[src/rtl/serial_rx_if.sv]
// Receive-side bundle for serial_rx_ctrl.
// Holds the serial line, the byte handshake and the status flags.
interface serial_rx_if;
  logic       rx_in;
  logic [7:0] rx_data;
  logic       rx_valid;
  logic       rx_ready;
  logic       frame_err;
  logic       overrun;
  logic       busy;

  modport master (
    output rx_in,
    output rx_ready,
    input  rx_data,
    input  rx_valid,
    input  frame_err,
    input  overrun,
    input  busy
  );

  modport slave (
    input  rx_in,
    input  rx_ready,
    output rx_data,
    output rx_valid,
    output frame_err,
    output overrun,
    output busy
  );
endinterface

[src/rtl/serial_rx_ctrl.sv]
// Serial 8N1 receiver with mid-bit sampling and a one-entry output buffer.
// Raises frame_err on a bad stop bit and overrun when a good byte finds the buffer full.
module serial_rx_ctrl #(
  parameter int CLKS_PER_BIT = 16
) (
  input  logic     clk,
  input  logic     reset_n,
  serial_rx_if.slave bus
);

  localparam int H  = CLKS_PER_BIT / 2;
  localparam int CW = $clog2(CLKS_PER_BIT);
  localparam logic [CW-1:0] HALF_M = CW'(H - 1);
  localparam logic [CW-1:0] FULL_M = CW'(CLKS_PER_BIT - 1);

  typedef enum logic [2:0] {
    S_IDLE,
    S_START,
    S_DATA,
    S_STOP,
    S_WAIT_IDLE
  } state_e;

  state_e        state_q, state_d;
  logic [1:0]    sync_q;
  logic [CW-1:0] cnt_q, cnt_d;
  logic [2:0]    idx_q, idx_d;
  logic [7:0]    sh_q, sh_d;
  logic [7:0]    data_q, data_d;
  logic          valid_q, valid_d;
  logic          ferr_q, ferr_d;
  logic          ovr_q, ovr_d;
  logic          busy_q;
  logic          rxs;
  logic          deliver;

  assign rxs = sync_q[1];

  always_ff @(posedge clk or negedge reset_n) begin
    if (!reset_n) begin
      sync_q  <= 2'b11;
      state_q <= S_IDLE;
      cnt_q   <= '0;
      idx_q   <= '0;
      sh_q    <= '0;
      data_q  <= '0;
      valid_q <= 1'b0;
      ferr_q  <= 1'b0;
      ovr_q   <= 1'b0;
      busy_q  <= 1'b0;
    end else begin
      sync_q  <= {sync_q[0], bus.rx_in};
      state_q <= state_d;
      cnt_q   <= cnt_d;
      idx_q   <= idx_d;
      sh_q    <= sh_d;
      data_q  <= data_d;
      valid_q <= valid_d;
      ferr_q  <= ferr_d;
      ovr_q   <= ovr_d;
      busy_q  <= (state_d != S_IDLE);
    end
  end

  always_comb begin
    state_d = state_q;
    cnt_d   = cnt_q + CW'(1);
    idx_d   = idx_q;
    sh_d    = sh_q;
    deliver = 1'b0;
    ferr_d  = 1'b0;
    unique case (state_q)
      S_IDLE: begin
        cnt_d = '0;
        idx_d = '0;
        if (!rxs) state_d = S_START;
      end
      S_START: begin
        if (cnt_q == HALF_M) begin
          cnt_d   = '0;
          idx_d   = '0;
          state_d = rxs ? S_IDLE : S_DATA;
        end
      end
      S_DATA: begin
        if (cnt_q == FULL_M) begin
          cnt_d       = '0;
          sh_d[idx_q] = rxs;
          idx_d       = idx_q + 3'd1;
          if (idx_q == 3'd7) state_d = S_STOP;
        end
      end
      S_STOP: begin
        if (cnt_q == FULL_M) begin
          cnt_d = '0;
          if (rxs) begin
            deliver = 1'b1;
            state_d = S_IDLE;
          end else begin
            ferr_d  = 1'b1;
            state_d = S_WAIT_IDLE;
          end
        end
      end
      S_WAIT_IDLE: begin
        cnt_d = '0;
        if (rxs) state_d = S_IDLE;
      end
      default: begin
        cnt_d   = '0;
        state_d = S_IDLE;
      end
    endcase
  end

  // A same-cycle handshake frees the buffer in time for the new byte.
  always_comb begin
    data_d  = data_q;
    valid_d = valid_q;
    ovr_d   = 1'b0;
    if (valid_q && bus.rx_ready) valid_d = 1'b0;
    if (deliver) begin
      if (!valid_q || bus.rx_ready) begin
        data_d  = sh_q;
        valid_d = 1'b1;
      end else begin
        ovr_d = 1'b1;
      end
    end
  end

  assign bus.rx_data   = data_q;
  assign bus.rx_valid  = valid_q;
  assign bus.frame_err = ferr_q;
  assign bus.overrun   = ovr_q;
  assign bus.busy      = busy_q;

endmodule

[src/flat_wrapper.sv]
// flat-port wrapper written by rule: the top's interface ports become plain ports
module serial_rx_ctrl_flat 
#(
  parameter int CLKS_PER_BIT = 16
)
  (clk, reset_n, bus_rx_in, bus_rx_ready, bus_rx_data, bus_rx_valid, bus_frame_err, bus_overrun, bus_busy);
  serial_rx_if bus_i ();
  input  logic clk;
  input  logic reset_n;
  input wire logic [$bits(bus_i.rx_in)-1:0] bus_rx_in;
  input wire logic [$bits(bus_i.rx_ready)-1:0] bus_rx_ready;
  output wire logic [$bits(bus_i.rx_data)-1:0] bus_rx_data;
  output wire logic [$bits(bus_i.rx_valid)-1:0] bus_rx_valid;
  output wire logic [$bits(bus_i.frame_err)-1:0] bus_frame_err;
  output wire logic [$bits(bus_i.overrun)-1:0] bus_overrun;
  output wire logic [$bits(bus_i.busy)-1:0] bus_busy;
  assign bus_i.rx_in = bus_rx_in;
  assign bus_i.rx_ready = bus_rx_ready;
  assign bus_rx_data = bus_i.rx_data;
  assign bus_rx_valid = bus_i.rx_valid;
  assign bus_frame_err = bus_i.frame_err;
  assign bus_overrun = bus_i.overrun;
  assign bus_busy = bus_i.busy;
  serial_rx_ctrl #(.CLKS_PER_BIT(CLKS_PER_BIT)) u_core (.clk(clk), .reset_n(reset_n), .bus(bus_i));
endmodule
[config.mk]
export PLATFORM = sky130hd
export DESIGN_NAME = serial_rx_ctrl_flat
export DESIGN_NICKNAME = d
export VERILOG_FILES = /design/src/rtl/serial_rx_if.sv /design/src/rtl/serial_rx_ctrl.sv /design/src/flat_wrapper.sv
export SDC_FILE = /design/constraint.sdc
export NUM_CORES = 1
export LEC_CHECK = 0
export CELL_PAD_IN_SITES_DETAIL_PLACEMENT = 1
export CELL_PAD_IN_SITES_GLOBAL_PLACEMENT = 2
export CORE_MARGIN = 2
export CORE_UTILIZATION = 38
export DETAILED_ROUTE_END_ITERATION = 10
export PLACE_DENSITY_LB_ADDON = 0.1
export SETUP_SLACK_MARGIN = 0.1
export SLEW_MARGIN = 30
export SYNTH_ARGS = -nofsm -noshare
export SYNTH_HDL_FRONTEND = slang
export SYNTH_SLANG_ARGS = --single-unit
[constraint.sdc]
create_clock -name clk -period 2.3 [get_ports clk]
set_input_delay 0.69 -clock clk [delete_from_list [all_inputs] [get_ports clk]]
set_output_delay 0.69 -clock clk [all_outputs]
set_load 0.05 [all_outputs]
Yosys cells after proc, flatten, opt, wreduce, memory -nomap -nowiden
Index checks and enable logic that the tools add are counted. W data, S select, Z words.

Reduce and logical (&&, ||, !) cells: 11. Muxes and demuxes: 29. Equality and inequality tests: 9. Add/sub/neg operators: 2. Magnitude comparators: 2.

Operators by type and width (number): $mux W3 (9); $pmux W3 S5 (1); $mux W1 (12); $pmux W3 S3 (1); $bwmux W8 (1); $mux W4 (2); $pmux W4 S2 (1); $eq A3 B2 Y1 const B (2); $eq A3 B3 Y1 const B (2); $reduce_bool A3 Y1 (2); $add A4 B1 Y4 const B (1); $eq A4 B3 Y1 const B (1); $eq A4 B4 Y1 const B (1); $lt A3 B4 Y1 const B (1); $ne A2 B1 Y1 const B (2); $reduce_and A2 Y1 (2); $add A3 B1 Y3 const B (1); $demux W1 S3 (1); $eq A3 B1 Y1 const B (1); $ge A3 B1 Y1 const B (1); $logic_not A3 Y1 (1); $reduce_and A3 Y1 (1); $logic_and A1 B1 Y1 (2); $mux W2 (1); 3 further kinds (3).

Logic and storage cells: 63. Output and inout bits: 12. Input port bits: 4. Register bits after elaboration: 32.

Longest topological paths before layout
Word-level depth: 5. Mapped depth: 7. Gate-level depth less buffers: 4.

Least setup slack after synthesis
No wires, ideal clock.

Path kind: reg2reg. From: reg u_core.cnt_q[0]. To: reg u_core.data_q[0] (netlist: u_core.bus.rx_data[0]). Setup time: 125 ps. Data arrival time: 1600 ps. Path slack: 575 ps. Path buffers: 3. Clock period less this slack: 1725 ps. Stages on the path, launching flop included: 8. Required time: 2175 ps. Cell sequence: dfrtp_1 > ha_1 > buf_6 > and4_1 > buf_6 > and4_4 > buf_12 > mux2_4.

Cells in the longest elaborated chain, start to end: 4.

RTL lines: start, declared (RTL line serial_rx_ctrl.sv:26) `logic [CW-1:0] cnt_q, cnt_d;`; start signal, assigned (RTL line serial_rx_ctrl.sv:54) `cnt_q <= cnt_d;`; $eq A4 B4 Y1 (RTL line serial_rx_ctrl.sv:94) `if (cnt_q == FULL_M) begin`; $mux W1 (RTL line serial_rx_ctrl.sv:94); $mux W1 (RTL line serial_rx_ctrl.sv:72) `unique case (state_q)`; $reduce_and A2 Y1 (no line); end signal, assigned (RTL line serial_rx_ctrl.sv:57) `data_q <= data_d;`; end, declared (RTL line serial_rx_ctrl.sv:29) `logic [7:0] data_q, data_d;`.

Every way passes these cells. A chain may end at the register's enable or synchronous reset.

Final worst setup path
From: reg u_core.data_q[5] (netlist: u_core.bus.rx_data[5]). To: out bus_rx_data[5].

RTL lines: end, declared (RTL line flat_wrapper.sv:12) `output wire logic [$bits(bus_i.rx_data)-1:0] bus_rx_data;`.

No word-level cell between the ends.

==> flow_metrics.tcl <==
set metrics [dict create \
    synthTopCellsByCount "dfrtp_1, mux2_2, mux2_4" \
    core_um2 3720 \
    fillerInstances 406 \
    seq_area_frac_synth_pct 54.0 \
    numPortBuffers 15 \
    critPathTopFamily "buffers and inverters" \
    overflow 0 \
    nets 137 \
    syn_inst 113 \
    yosys_warnings 0 \
    root_buffer "clkbuf_8" \
    design_area_um2 1720 \
    cts_tree "built" \
    synthFlopType "dfrtp_1" \
    grt.total_usage_pct 14.6 \
    place_ws_ns 0.208 \
    finalCriticalPeriod_ns 2.13 \
    path_class "reg2out" \
    start_util_pct 40.0 \
    drt_iter0_markers 23 \
    synth_seq_cells 32 \
    setup.worst_path.start_class "flip-flop" \
    synth_top_area_share_pct 50.5 \
    finalCritPeriodShare_pct 92.5 \
    placed_cell_area_um2 1650 \
    p_leak_nw 0.786 \
    drc 0 \
    synth_nets 120 \
    worst_pin_slew_ns 0.517 \
    finalHoldViolCount 0 \
    vias 941 \
    rsz0062_at_grt "false" \
    place.gp.congestion 0.692 \
    fmax_mhz 470 \
    grt_pass1_wl_mm 4.81 \
    hold_buffers 0 \
    synth_edf_count 0 \
    pin_count 16 \
    crit_path_end_kind "output pin" \
    antenna_found_initial 0 \
    worst_slack_ns 0.172 \
    cts_max_level 2 \
    wl_mm 2.75 \
    crit_chain "clkdlybuf4s50_1" \
    setup_tns_ns 0 \
    hold_path_class "reg2reg" \
    multiInputGateArea_um2 596 \
    maxCapViolations 0 \
    rows 22 \
    ir_drop_mv 0.478 \
    die_h_um 66.6 \
    cts_buffer_depth 2 \
    cp_slowest_cell "clkdlybuf4s50_1" \
    synth_area_leaders "dfrtp_1, mux2_4, mux2_2" \
    synth_area_per_cell_um2 13.2 \
    clock_latency_ns 0.27 \
    power_per_cell_area_nw_per_um2 824 \
    maxSlewHeadroom_pct 65.4 \
    syn_area_um2 1490 \
    cts_resized 0 \
    yosysMostFrequentCell "dfrtp_1" \
    cp_num_buf_inv 1 \
    path_max_fanout 2 \
    power_mw 1.42 \
    regArea_um2 803 \
    dr.pass1.iters 3 \
    clock_skew_ns 0.00278 \
    yosysTopAreaCell "dfrtp_1" \
    die-width_um 66.6 \
    ys_async_sr_fraction_pct 100 \
    drv_slew 0 \
    crit_required_ns 1.61 \
    cts.sinks 32 \
    viasPerCell 5.29 \
    layout-drive-gt1-share_pct 25.4 \
    clkTransAtPathRegs_ns 0.06 \
    grt_max_degree 33 \
    syn2layout_area_growth_pct 15.9 \
    antenna_cells 0 \
    numCtsBuffers 5 \
    synth_cell_type_count 38 \
    post-cts-setup-buffer-count 0 \
    grt_pass1_vias 1004 \
    die-area_um2 4430 \
    setup_violations 0 \
    dp_hpwl_mm 1.95 \
    arrival_ns 1.44 \
    hold_ws_ns 0.360 \
    ant_nets 0 \
    wl_per_cell_um 15.5 \
    slowest_delay_ns 0.81 \
    status "finished, final reports clean" \
]
-- worst paths after layout --
path | from | endpoint | slack [ns] | depth (start not counted)
min | u_core.sync_q[0] | u_core.sync_q[1] | 0.36 | 0
max in group asynchronous | reset_n | u_core.sync_q[0] | 1.16 | 2
max reg2reg | u_core.cnt_q[0] | u_core.bus.rx_data[3] | 0.52 | 4
max | u_core.bus.rx_data[5] | bus_rx_data[5] | 0.17 | 1
min in group asynchronous | reset_n | u_core.bus.rx_data[2] | 0.82 | 2
min reg2reg | u_core.sync_q[0] | u_core.sync_q[1] | 0.36 | 0
-- sequential cells by signal, indices dropped and copies added (netlist names) --
name / count
u_core.cnt_q: 4
u_core.bus.rx_data: 8
u_core.state_q: 3
u_core.bus.frame_err: 1
u_core.bus.rx_valid: 1
u_core.sh_q: 8
u_core.sync_q: 2
u_core.idx_q: 3
u_core.bus.busy: 1
u_core.bus.overrun: 1
-- layout make-up --
class	instances	share of cell area, %
clock buffer	6	4.21
clock inverter	1	0.290
inverter	4	0.871
multi-input combinational	69	34.5
sequential	32	46.6
tap	48	3.48
timing repair buffer	18	10.0
-- kinds of logic (layout without fill, tap and decap cells) --
family	Yosys count	after routing	share of synthesized area, %
compound gates	10	10	5.05
xor+xnor	3	3	1.77
fa+ha+maj	3	3	2.52
buf+inv	12	29	5.97
flops	32	32	54.0
mux	16	16	14.1
simple gates	37	37	16.6
-- stage by stage --
stage                     cells  utilization, %
after global placement      171            44.3
after CTS                   178            46.4
after floorplan             113               -
after global routing        178            46.4
final                       178            46.4
after detailed placement    171            44.3
-- cell usage in the layout (no fill, tap or decap), types with 2 or more instances in the layout --
master           synthesis  final
a22o_1                   3      3
a32oi_1                  2      2
and4b_1                  2      2
buf_4                    1      3
clkbuf_8                 0      5
clkdlybuf4s50_1          0     15
dfrtp_1                 30     30
dfstp_2                  2      2
ha_1                     3      3
inv_1                    4      4
mux2_2                   8      8
mux2_4                   8      8
nand2_1                  3      3
nand3_1                  6      6
nand3_2                  2      2
nand4_1                  3      3
nor2_1                   4      4
nor2b_1                  3      3
nor3_1                   2      2
nor4_1                   2      2
o21ai_0                  2      2
xor2_1                   2      2
-- report_power, final --
part           switching [mW]  total [mW]  internal (mW)
registers              0.0954       0.728          0.633
logic                   0.170       0.297          0.127
clock network           0.191       0.397          0.205
-- metal layers --
layer / track usage [%] / vias to the layer above / share of wire [%]
met5: 0 / - / 0
met1: 19.1 / 480 / 47
met2: 22.6 / 12 / 48
met4: 6.12 / 0 / 1.5
met3: 4.05 / 5 / 2.8
li1: - / 444 / -
Note: power is estimated with default switching activity, not from simulation.
